$ cat src/rtl/regfile_dump_reader.sv
// regfile_dump_reader
// Walks register indices [first_reg..last_reg] through RF read port 1 and
// streams each word out on a valid/ready interface tagged with its index.
// Read-only with respect to the register file; used for debug dumps and
// state checkpointing.
module regfile_dump_reader #(
  parameter int unsigned ADDR_W    = 5,
  parameter int unsigned DATA_W    = 32,
  parameter bit          SKIP_ZERO = 1'b0
) (
  input  logic              clk,
  input  logic              rst_n,
  input  logic              start,
  input  logic              abort,
  input  logic [ADDR_W-1:0] first_reg,
  input  logic [ADDR_W-1:0] last_reg,
  output logic [ADDR_W-1:0] rf_raddr1,
  input  logic [DATA_W-1:0] rf_rdata1,
  output logic              out_valid,
  input  logic              out_ready,
  output logic [ADDR_W-1:0] out_addr,
  output logic [DATA_W-1:0] out_data,
  output logic              out_last,
  output logic              busy,
  output logic              done
);

  typedef enum logic [1:0] {
    S_IDLE,
    S_READ,
    S_SEND,
    S_DONE
  } state_t;

  state_t            state_q, state_d;
  logic [ADDR_W-1:0] ptr_q, ptr_d;
  logic [ADDR_W-1:0] end_q, end_d;
  logic              out_valid_q;
  logic              out_last_q;
  logic [ADDR_W-1:0] out_addr_q;
  logic [DATA_W-1:0] out_data_q;

  logic [ADDR_W-1:0] first_adj;
  logic              handshake;

  assign first_adj = (SKIP_ZERO && (first_reg == '0)) ? ADDR_W'(1) : first_reg;
  assign handshake = out_valid_q && out_ready;

  // State and range pointer registers
  always_ff @(posedge clk) begin
    if (!rst_n) begin
      state_q <= S_IDLE;
      ptr_q   <= '0;
      end_q   <= '0;
    end else begin
      state_q <= state_d;
      ptr_q   <= ptr_d;
      end_q   <= end_d;
    end
  end

  // Next-state: abort overrides everything; completion is by ptr==end compare
  always_comb begin
    state_d = state_q;
    ptr_d   = ptr_q;
    end_d   = end_q;
    if (abort) begin
      state_d = S_IDLE;
    end else begin
      unique case (state_q)
        S_IDLE: begin
          if (start) begin
            ptr_d   = first_adj;
            end_d   = last_reg;
            state_d = (first_adj > last_reg) ? S_DONE : S_READ;
          end
        end
        S_READ: state_d = S_SEND;
        S_SEND: begin
          if (handshake) begin
            if (out_last_q) begin
              state_d = S_DONE;
            end else begin
              ptr_d   = ptr_q + ADDR_W'(1);
              state_d = S_READ;
            end
          end
        end
        S_DONE: state_d = S_IDLE;
        default: state_d = S_IDLE;
      endcase
    end
  end

  // Output stream register: capture in READ, hold while stalled, clear on handshake/abort
  always_ff @(posedge clk) begin
    if (!rst_n) begin
      out_valid_q <= 1'b0;
      out_last_q  <= 1'b0;
      out_addr_q  <= '0;
      out_data_q  <= '0;
    end else if (abort) begin
      out_valid_q <= 1'b0;
      out_last_q  <= 1'b0;
    end else begin
      unique case (state_q)
        S_READ: begin
          out_valid_q <= 1'b1;
          out_last_q  <= (ptr_q == end_q);
          out_addr_q  <= ptr_q;
          out_data_q  <= rf_rdata1;
        end
        S_SEND: begin
          if (handshake) begin
            out_valid_q <= 1'b0;
            out_last_q  <= 1'b0;
          end
        end
        default: ;
      endcase
    end
  end

  // Status outputs and RF address decoded from state
  always_comb begin
    busy      = (state_q == S_READ) || (state_q == S_SEND);
    done      = (state_q == S_DONE) && !abort;
    rf_raddr1 = busy ? ptr_q : '0;
  end

  assign out_valid = out_valid_q;
  assign out_last  = out_last_q;
  assign out_addr  = out_addr_q;
  assign out_data  = out_data_q;

endmodule
$ cat config.mk
export PLATFORM = sky130hd
export DESIGN_NAME = regfile_dump_reader
export DESIGN_NICKNAME = d
export VERILOG_FILES = /design/src/rtl/regfile_dump_reader.sv
export SDC_FILE = /design/constraint.sdc
export NUM_CORES = 1
export LEC_CHECK = 0
export CAP_MARGIN = 20
export CORE_ASPECT_RATIO = 0.7
export CORE_MARGIN = 2
export CORE_UTILIZATION = 29
export CTS_BUF_LIST = sky130_fd_sc_hd__clkbuf_8
export DETAILED_ROUTE_END_ITERATION = 6
export SLEW_MARGIN = 20
export SYNTH_ARGS = -nofsm -noshare
export SYNTH_HDL_FRONTEND = slang
export SYNTH_SLANG_ARGS = --single-unit
$ cat constraint.sdc
create_clock -name clk -period 1.9 [get_ports clk]
set_clock_uncertainty 0.15 [all_clocks]
set_input_delay 0.38 -clock clk [delete_from_list [all_inputs] [get_ports clk]]
set_output_delay 0.38 -clock clk [all_outputs]
set_load 0.01 [all_outputs]
Word level (Yosys, flattened, before mapping):

Cells that the tools add are included.

* $mul: 0
* shifts and indexed selects: 0
* divide/modulo/power cells: 0
* magnitude comparators: 1
* mux-type cells: 13
* reduce and logical (&&, ||, !) cells: 13
* eq/ne operators: 7
* bitwise operators: 2
* add/sub/neg operators: 1

Operators with widths (count)
* 2-to-1 mux 5 bit: 4
* one-hot mux 5 bit (2 select lines): 1
* 2-to-1 mux 2 bit: 4
* one-hot mux 2 bit (4 select lines): 1
* != test 2 bit (second input constant): 3
* AND reduction 2 bit: 3
* adder 5 x 1 -> 5 bit (second input constant): 1
* == test 5 bit: 1
* > comparator 5 bit: 1
* AND reduction 5 bit: 1
* == test 2 bit (second input constant): 2
* one-hot mux 1 bit (2 select lines): 2
* nonzero test 2 bit: 2
* AND reduction 3 bit: 1
* == test 2 x 1 -> 1 bit (second input constant): 1
* logical AND 1 bit: 2
* logical NOT 2 bit: 1
* NOT 1 bit: 2
* OR reduction 2 bit: 1
* logical NOT 1 bit: 1
* logical OR 1 bit: 1
* 2-to-1 mux 1 bit: 1

* memory bits (read-only): 0
* bits in writable memories: 0
* latch bits: 0
* bits in registers: 51
* memories: 0

Depth between registers and ports, before layout:

* word-level depth: 4
* gate-level depth with buffers: 7

Least setup slack after synthesis:

OpenSTA, ideal clock, no wires.

* path type: register to register
* start point: register state_q[0]
* end point: register state_q[1]
* stages on the path, launching flop included: 7
* path slack: 35 ps
* path buffers: 0
* data arrival time: 1623 ps
* period minus slack after synthesis: 1865 ps
* cells stage by stage: dfxtp_1 > inv_1 > ha_1 > a21boi_1 > or2_0 > or4_1 > o32ai_1

* cells in the longest elaborated chain, start to end: 3
* elaborated cells on any way between the ends: 8

Ends and longest elaborated chain
* start: declaration: line 35 `state_t state_q, state_d;`
* start signal: assignment: line 56 `state_q <= state_d;`
* == test 2 bit or logical NOT 2 bit (tied branches): line 70 `unique case (state_q)`
* != test 2 bit (no source line)
* AND reduction 2 bit (no source line)

Several ways; a longest one is shown, not always the timed one.
A chain may end at the register's enable or synchronous reset.

Worst setup path in the final report:

* start point: input port last_reg[1]
* end point: register state_q[1]

* cells in the longest elaborated chain, start to end: 4

Ends and longest elaborated chain
* start: declaration: line 16 `input logic [ADDR_W-1:0] last_reg,`
* > comparator 5 bit: line 75 `state_d = (first_adj > last_reg) ? S_DONE : S_READ;`
* 2-to-1 mux 2 bit: line 75
* 2-to-1 mux 2 bit: line 72 `if (start) begin`
* one-hot mux 2 bit (4 select lines): line 70

Every way passes these cells. The select of a mux whose other input is x is not followed.

==> flow_summary.yaml <==
outcome:
  outcome: "finished clean"
timing:
  max_freq_mhz: 527
  period_share_pct: 99.9
  drv_slew: 0
  setup_tns_ps: 0
  rsz0062_at_grt: "true"
  finalHoldViolations: 0
  relSlewSlack_pct: 69.9
  setup_slack_ps: 0.969
  worst_pin_slew_ps: 452
  fin_crit_ps: 1900
  setup_violations: 0
routing:
  num_vias: 2214
  vias_per_cell: 4.53
  wl_um: 6500
  drtIter0Drc: 125
  dr.pass1.iters: 4
  ant_nets: 0
  wl_per_cell_um: 13.3
  drc: 0
cells_and_area:
  final_core_util_pct: 47.7
  drive_above_1_share_pct: 13.9
  syn2layout_area_growth_pct: 61.0
  nets: 444
  antenna_cells: 0
  final_common_cell: "clkdlybuf4s50_1"
  fillers: 766
  fin_cells: 489
  layout_common_cells: "clkdlybuf4s50_1 (85), nand2_1 (81), dfxtp_1 (48)"
floorplanning:
  dieArea_um2: 8690
  num_rows: 27
  start_util_pct: 29.7
  fp.dieH_um: 78.6
  die_w_um: 111
  ios: 93
  core-area_um2: 7770
worst_setup_path:
  crit_buf_inv: 2
  crit_slowest_cell: "or4_1"
  crit_path_end_kind: "flip-flop"
  crit_required_ps: 1970
  cpLargestDelayFamily: "simple AND/OR/NAND/NOR gates"
  cp-start-kind: "primary input"
  worst_ep_arrival_time_ps: 1970
  crit_fanout: 2
  path_cells: "clkdlybuf4s50_1 > inv_1 > ha_1 > nand4_1 > nor2_1 > or4_1 > o32ai_2"
  slowest_delay_ps: 530
  crit_type: "in -> reg"
grt:
  grt_max_degree: 51
  grt_util_all_layers_pct: 15.2
  grt_pass1_vias: 2116
  overflow: 0
  grt_antenna_before_repair: 0
  grt_pass1_wl_um: 10700
yosys:
  synth_cell_types: 36
  yosys_warnings: 0
  syn-cell-area_um2: 2300
  synth_fp_nets: 334
  yosys_most_used_dff: "dfxtp_1"
  synthCells: 277
  syn_area_per_cell_um2: 8.32
  synthSimpleGateAreaFrac_pct: 22.4
  synth_compound_area_share_pct: 20.3
  async_flop_share_pct: 0
  ys_seq_area_share_pct: 44.3
  synth_fa_ha_area_share_pct: 5.43
  synthXorXnorAreaFrac_pct: 1.90
  ys_ff_latch: 51
  yosys-mux-area-fraction_pct: 1.36
  synth_top_family_by_area: "simple AND/OR/NAND/NOR gates"
  synth_edf_count: 0
placement:
  routabilityCongestion: 0.850
  pre_cts_ws_ps: -391
  dp_cells: 480
  io_buffer_count: 92
  place_hpwl_um: 4420
power_and_ir_drop:
  leakagePower_nw: 1.39
  power.density_nw_per_um2: 663
  peakVddDrop_mv: 0.286
flow_run:
  cap_viol_max_count: 0
clocking:
  cts-root-buf: "clkbuf_8"
  numCtsBuffers: 5
  clock-sinks: 51
  clk_latency_ps: 300
  clk_pin_slew_ps: 110
  htreeDepth: 2
  cts_tree: "built"
  cts_hold_buf: 0
  cts_max_path_buffers: 2
  postCtsSetupBuffers: 0
worst_hold_path:
  hp-class: "reg -> reg"
## kinds of logic after synthesis
kind of cell    Yosys count
flops                    51
xor+xnor                  5
fa+ha+maj                10
buf+inv                  25
simple gates            119
mux                       3
compound gates           64
## per-stage QoR
stage	area [um2]	power, W	hold slack (ps)
final	3710	0.00246	317
after global routing	3710	0.00260	334
after global placement	3510	0.00165	300
after CTS	3670	0.00248	322
after floorplan	2300	0.00137	324
after detailed placement	3510	0.00165	306
## state kept, by name, indices dropped and copies added, names as in the netlist
signal     cells
out_valid      1
state_q        2
out_last       1
out_addr       5
ptr_q          5
out_data      32
end_q          5
## final timing paths
| kind | depth (start not counted) | startpoint | slack [ps] | end |
|---|---|---|---|---|
| max | 7 | last_reg[1] | 1 | state_q[1] |
| min | 2 | out_data[23] | 320 | out_data[23] |
| max reg2reg | 6 | state_q[1] | 90 | ptr_q[0] |
| min reg2reg | 2 | out_data[23] | 320 | out_data[23] |
## per-layer routing
| metal | wire length [um] | GRT usage [%] | up-vias |
|---|---|---|---|
| met5 | 0 | 0 | - |
| met4 | 68 | 3.38 | 0 |
| met3 | 410 | 4.32 | 7 |
| met2 | 2650 | 21.7 | 64 |
| met1 | 3380 | 22.4 | 1002 |
| li1 | - | - | 1141 |
## worst register-to-register path, cell delays in order (launching register included)
cell,delay [ps]
dfxtp_2,330
buf_4,130
ha_4,170
nand2b_4,150
a2111o_1,520
a21oi_2,140
o221a_1,170
## power by group
group | switching, W | internal [W] | leakage [nW] | total (W)
Combinational | 0.000238 | 0.000302 | 0.914 | 0.000540
Sequential | 0.0000251 | 0.00111 | 0.415 | 0.00114
Clock | 0.000384 | 0.000400 | 0.0587 | 0.000784
Total | 0.000648 | 0.00181 | 1.39 | 0.00246
## what timing repair did
action	4_1_cts	5_1_grt
pin swaps	1	5
gates cloned	1	0
endpoints found under the setup margin	10	9
resized for setup	25	16
## cell usage after synthesis (2+ instances only)
| cell | n | area (um2) |
|---|---|---|
| a21boi_0 | 37 | 278 |
| a21oi_1 | 10 | 50.1 |
| inv_1 | 10 | 37.5 |
| nor2_1 | 10 | 37.5 |
| clkbuf_1 | 6 | 22.5 |
| buf_1 | 5 | 18.8 |
| nand2_1 | 81 | 304 |
| xor2_1 | 4 | 35.0 |
| buf_2 | 4 | 20.0 |
| o22ai_1 | 2 | 12.5 |
| nand3_1 | 2 | 10.0 |
| ha_1 | 10 | 125 |
| o31a_1 | 2 | 17.5 |
| dfxtp_1 | 51 | 1020 |
| mux2i_1 | 2 | 20.0 |
| nor2b_1 | 10 | 62.6 |
| o2bb2ai_1 | 3 | 26.3 |
| nand2b_1 | 6 | 37.5 |
| and2_1 | 5 | 31.3 |
## cell type report
cell class	instances	area (um2)	share of cell area, %
clock buffer	5	68.8	1.85
inverter	10	37.5	1.01
tap	101	126	3.41
sequential	51	1020	27.6
multi-input combinational	202	1300	35.0
timing repair buffer	117	1110	29.8
clock inverter	3	47.5	1.28
(Power assumes the default switching activity.)
==> edit 1, RTL diff (config.mk and constraints unchanged) <==
Set the parameter `SKIP_ZERO` to 1'b1 (it was 1'b0).
--- a/src/rtl/regfile_dump_reader.sv
+++ b/src/rtl/regfile_dump_reader.sv
@@ -8,3 +8,3 @@
   parameter int unsigned DATA_W    = 32,
-  parameter bit          SKIP_ZERO = 1'b0
+  parameter bit          SKIP_ZERO = 1'b1
 ) (
Behaviour: not the same (a bounded check fails within 4 cycles, from zero or initial values and one cycle with rst_n low).
==> edit 1 against the unedited design <==
  * The run now ends with setup timing left
  * Clock power is 1% higher
  * Sequential cell count stayed put
  * Final area is 3.1% higher
  * Setup slack worse by 0.048 ns
  * Synthesized area is 1.6% higher
  * Utilization is 1.1 points higher
  * Wire length is 4.6% higher
  * Largest power group unchanged
  * Total power is 2.8% higher
  * Largest cell class unchanged
==> edit 1: results <==
{
  "synth-async-reset-ratio_pct": 0,
  "synth.distinct_cells": 33,
  "layout.nets": 458,
  "syn_avg_cell_area_um2": 8.16,
  "rrSetupSlack_ns": -0.04,
  "setup-violations-final": 7,
  "grt_usage_pct": 15.2,
  "clkTransAtPathRegs_ns": 0.09,
  "p_leak_uw": 0.00149,
  "clockRootBuffer": "clkbuf_8",
  "status": "finished with violations",
  "globalplace.congestion": 0.797,
  "io_buffers": 92,
  "antenna_found_initial": 0,
  "yosys_warnings": 0,
  "cpPeakStageDelay_ns": 0.34,
  "yosysSeqAreaShare_pct": 43.6,
  "drt_iter0_drc": 111,
  "worst_slew_pin_slew_ns": 0.611,
  "via_per_inst": 4.59,
  "grt_pass1_vias": 2153,
  "crit_fanout": 4,
  "ys_top_cells_by_area": "dfxtp_1 (44%), nand2_1 (13%), a21boi_1 (6.7%)",
  "violations": "setup timing",
  "cp_slowest_cell": "dfxtp_2",
  "n_antenna_cell": 0,
  "h-tree-depth": 2,
  "grt_pass1_wl_um": 10900,
  "synthTopCellsByCount": "nand2_1 (83), dfxtp_1 (51), a21boi_1 (21), a21boi_0 (17), clkbuf_1 (14)",
  "arrival_ns": 1.42,
  "setup_ws_ns": -0.0468,
  "grt_max_degree": 38,
  "vdd_drop_max_v": 0.000328,
  "n_fill_cell": 796,
  "synth_nets": 344,
  "detail_route.wl_per_cell_um": 13.5,
  "largest_register_ffs": 32,
  "final_layout_size_suffix_gt1_share_pct": 17.9,
  "max-clock-path-buffers": 2,
  "timing.hold.ws_ns": 0.307,
  "hpwl_um": 4910
}
-- edit 1: cell count changes after synthesis, sizes merged, moves of 2 or more --
cell     before  now
o21ai         1    5
clkbuf        6   14
o2bb2ai       3    0
nand3         2    6
buf           9    3
nand2        81   83
o22ai         2    4
nor2b        10    8
o31a          2    0
inv          10   12
-- edit 1: cells by family after synthesis --
logic type               Yosys count  share of synthesized area, %
AND/OR/NAND/NOR                  124                          23.4
XOR/XNOR                           5                          1.87
buffers and inverters             29                          5.07
multiplexers                       2                         0.855
flip-flops                        51                          43.6
AO/OA/AOI/OAI                     66                          19.9
adder cells (fa/ha/maj)           10                          5.34
-- edit 1: per-stage QoR --
stage	instances	worst slack (ns)	TNS (ns)	util, %	area, um^2
final	503	-0.0468	-0.219	48.8	3820
after global routing	503	-0.136	-0.877	48.8	3820
after CTS	497	-0.0779	-0.143	47.1	3690
after detailed placement	488	-0.405	-3.59	45.2	3550
after global placement	488	-0.337	-3.10	45.2	3550
after floorplan	287	0.00889	0	-	2370
-- edit 1: routing by layer --
| layer | wire, um | up-vias | GRT usage, % |
|---|---|---|---|
| li1 | - | 1177 | - |
| met1 | 3620 | 1056 | 21.8 |
| met2 | 2740 | 72 | 23.3 |
| met3 | 433 | 2 | 4.27 |
| met4 | 9 | 0 | 1.85 |
| met5 | 0 | - | 0 |
-- edit 1: layout make-up --
class | instances | area (um^2) | share of cell area [%]
clock buffer | 6 | 82.6 | 2.16
sequential | 51 | 1020 | 26.8
timing repair buffer | 124 | 1180 | 30.8
clock inverter | 2 | 35.0 | 0.916
multi-input combinational | 207 | 1330 | 34.8
inverter | 12 | 45.0 | 1.18
tap | 101 | 126 | 3.30
-- edit 1: path summary, 6_finish.rpt --
kind / endpoint / cells after the start / from
worst max-delay path: rf_raddr1[3] / 6 / state_q[0]
worst min register to register: out_data[27] / 2 / out_data[27]
worst max register to register: ptr_q[0] / 6 / state_q[1]
worst min-delay path: out_data[27] / 2 / out_data[27]
-- edit 1: power breakdown --
group / internal, uW / switching (uW) / leakage (uW)
logic: 333 / 257 / 0.00101
registers: 1110 / 29.8 / 0.000415
clock network: 427 / 368 / 0.0000612
-- edit 1: what timing repair did --
action                     4_1_cts  5_1_grt
resized for setup               27       34
hold endpoints to repair         0        0
setup endpoints to repair        9       13
pin swaps                        1       13
buffers inserted                 1        6
cloned                           0        0
-- edit 1: worst max-delay path, delay by kind of cell, from the launching register on --
| kind | cells | cell delay [ns] |
|---|---|---|
| buffers and inverters | 4 | 0.37 |
| DFF | 1 | 0.34 |
| adders and majority gates | 1 | 0.28 |
| and+or+nand+nor | 1 | 0.13 |
==> edit 2, RTL diff (same flow settings) <==
Without the edit above. The 4 states of `state_t` get a one-hot encoding in 4 bits.
--- a/src/rtl/regfile_dump_reader.sv
+++ b/src/rtl/regfile_dump_reader.sv
@@ -27,7 +27,7 @@
 
-  typedef enum logic [1:0] {
-    S_IDLE,
-    S_READ,
-    S_SEND,
-    S_DONE
+  typedef enum logic [3:0] {
+    S_IDLE = 4'b0001,
+    S_READ = 4'b0010,
+    S_SEND = 4'b0100,
+    S_DONE = 4'b1000
   } state_t;
Behaviour: same outputs for any inputs over 10 cycles, from zero or initial values and one cycle with rst_n low; not proved beyond that.
==> edit 2 against the unedited design <==
  * Maximum frequency down 12%
  * Synthesized area fell by 0.43%
  * Highest routed layer unchanged
  * Combinational power decreased by 36%
  * Setup slack worse by 0.27 ns
  * Final area increased by 25%
  * Critical path depth stayed put
  * Total power shrank 8.2%
  * Die area is 0.41% lower
  * Wire length rose by 47%
  * Sequential cell count grew 2
  * The run now ends with setup timing left
==> edit 2: results <==
{
  "clkTransAtPathRegs_ns": 0.10,
  "cpPeakStageDelay_ns": 0.54,
  "grt_pass1_wl_um": 13900,
  "syn_inst": 293,
  "vdd_drop_max_v": 0.000272,
  "globalplace.congestion": 0.805,
  "via_per_inst": 4.89,
  "ys_top_cells_by_area": "dfxtp_1 (46%), nand2_1 (16%), a21oi_1 (10%)",
  "crit_fanout": 4,
  "antenna_found_initial": 0,
  "synthTopCellsByCount": "nand2_1 (97), dfxtp_1 (53), a21oi_1 (46), clkbuf_1 (9), inv_1 (8)",
  "yosysSeqAreaShare_pct": 46.2,
  "post-place-ws_ns": -0.341,
  "h-tree-depth": 2,
  "worst_slew_pin_slew_ns": 0.389,
  "p_leak_uw": 0.00173,
  "detail_route.wl_per_cell_um": 17.1,
  "firstDrtPassIters": 4,
  "largest_register_ffs": 32,
  "synth.distinct_cells": 41,
  "hpwl_um": 5070,
  "grt_usage_pct": 21.1,
  "grt_pass1_vias": 2694,
  "synth_nets": 346,
  "clockRootBuffer": "clkbuf_8",
  "n_fill_cell": 698,
  "grt_max_degree": 21,
  "cp_slowest_cell": "or4b_4",
  "min_path_type": "flop to flop",
  "clock_latency_ns": 0.31,
  "arrival_ns": 2.23,
  "io_buffers": 92,
  "setup-violations-final": 56,
  "status": "finished with violations",
  "synth-async-reset-ratio_pct": 0,
  "synth_ff_type": "dfxtp_1",
  "n_antenna_cell": 0,
  "final_layout_size_suffix_gt1_share_pct": 40.5,
  "drt_iter0_drc": 180,
  "yosys_warnings": 0,
  "routed_wl_um": 9560,
  "numCtsBuffers": 5,
  "max-clock-path-buffers": 2,
  "intPower_uw": 1710,
  "placed_cells": 509,
  "violations": "setup timing",
  "setup_ws_ns": -0.270
}
==> edit 2: cell count changes after synthesis, moves of 4 or more <==
cell,change
ha_1,-4
a21oi_1,+36
o21ai_0,+4
buf_1,-5
nor2_1,-4
nand2_1,+16
a21boi_0,-36
nand2b_1,-5
nor2b_1,-10
==> edit 2: path summary, 6_finish.rpt <==
check | slack [ns] | cells past startpoint | start | end
worst max-delay path | -0.27 | 7 | state_q[0] | ptr_q[3]
worst min-delay path | 0.31 | 2 | out_data[7] | out_data[7]
worst max register to register | -0.27 | 7 | state_q[0] | ptr_q[3]
worst min register to register | 0.31 | 2 | out_data[7] | out_data[7]
==> edit 2: power by group through the flow <==
stage               sequential, uW  combinational, uW  clock [uW]
CTS                           1140                310         792
global placement              1170                278           0
finish                        1140                344         773
detailed placement            1170                281           0
floorplan                     1170               97.2           0
global route                  1140                368         841
==> edit 2: timing repair <==
item,CTS,global route
resized for setup,77,82
hold buffers,0,0
setup buffers,21,9
pin swaps,28,27
endpoints found under the setup margin,53,59
gates cloned,12,3
==> edit 2: cells by family after synthesis <==
group,Yosys count,share of synthesized area [%]
multiplexers,1,0.436
AND/OR/NAND/NOR,134,26.3
XOR/XNOR,6,2.29
buffers and inverters,25,4.47
flip-flops,53,46.2
AO/OA/AOI/OAI,68,17.0
adder cells (fa/ha/maj),6,3.27
==> edit 2: critical path, delay by kind of cell (launching register included) <==
family                 cells  cell delay (ns)
DFF                        1             0.38
and+or+nand+nor            2             0.72
AOI/OAI and AO/OA          2             0.37
buffers and inverters      3             0.46
==> edit 2: final cells by class <==
class	instances	area [um^2]	share of cell area [%]
repair buffers	167	1770	38.3
multi-input cells	222	1510	32.7
flip-flops and latches	53	1070	23.1
well taps	101	126	2.73
clock buffers	5	68.8	1.49
clock inverters	3	42.5	0.919
inverters	9	36.3	0.784
==> edit 2: per-layer routing <==
| layer | vias up | GRT usage (%) | part of all wire (%) |
|---|---|---|---|
| li1 | 1331 | - | - |
| met1 | 1308 | 29.8 | 47 |
| met2 | 92 | 32.6 | 44 |
| met3 | 7 | 4.98 | 7.7 |
| met4 | 0 | 4.38 | 0.70 |
| met5 | - | 0 | 0 |
==> edit 2: through the flow <==
step | total power, uW | cell area, um^2 | setup TNS [ns]
2_1_floorplan | 1260 | 2360 | 0
3_3_place_gp | 1440 | 3610 | -7.80
3_5_place_dp | 1450 | 3610 | -7.99
4_1_cts | 2240 | 4250 | -5.26
5_1_grt | 2350 | 4630 | -9.31
6_report | 2260 | 4630 | -6.93
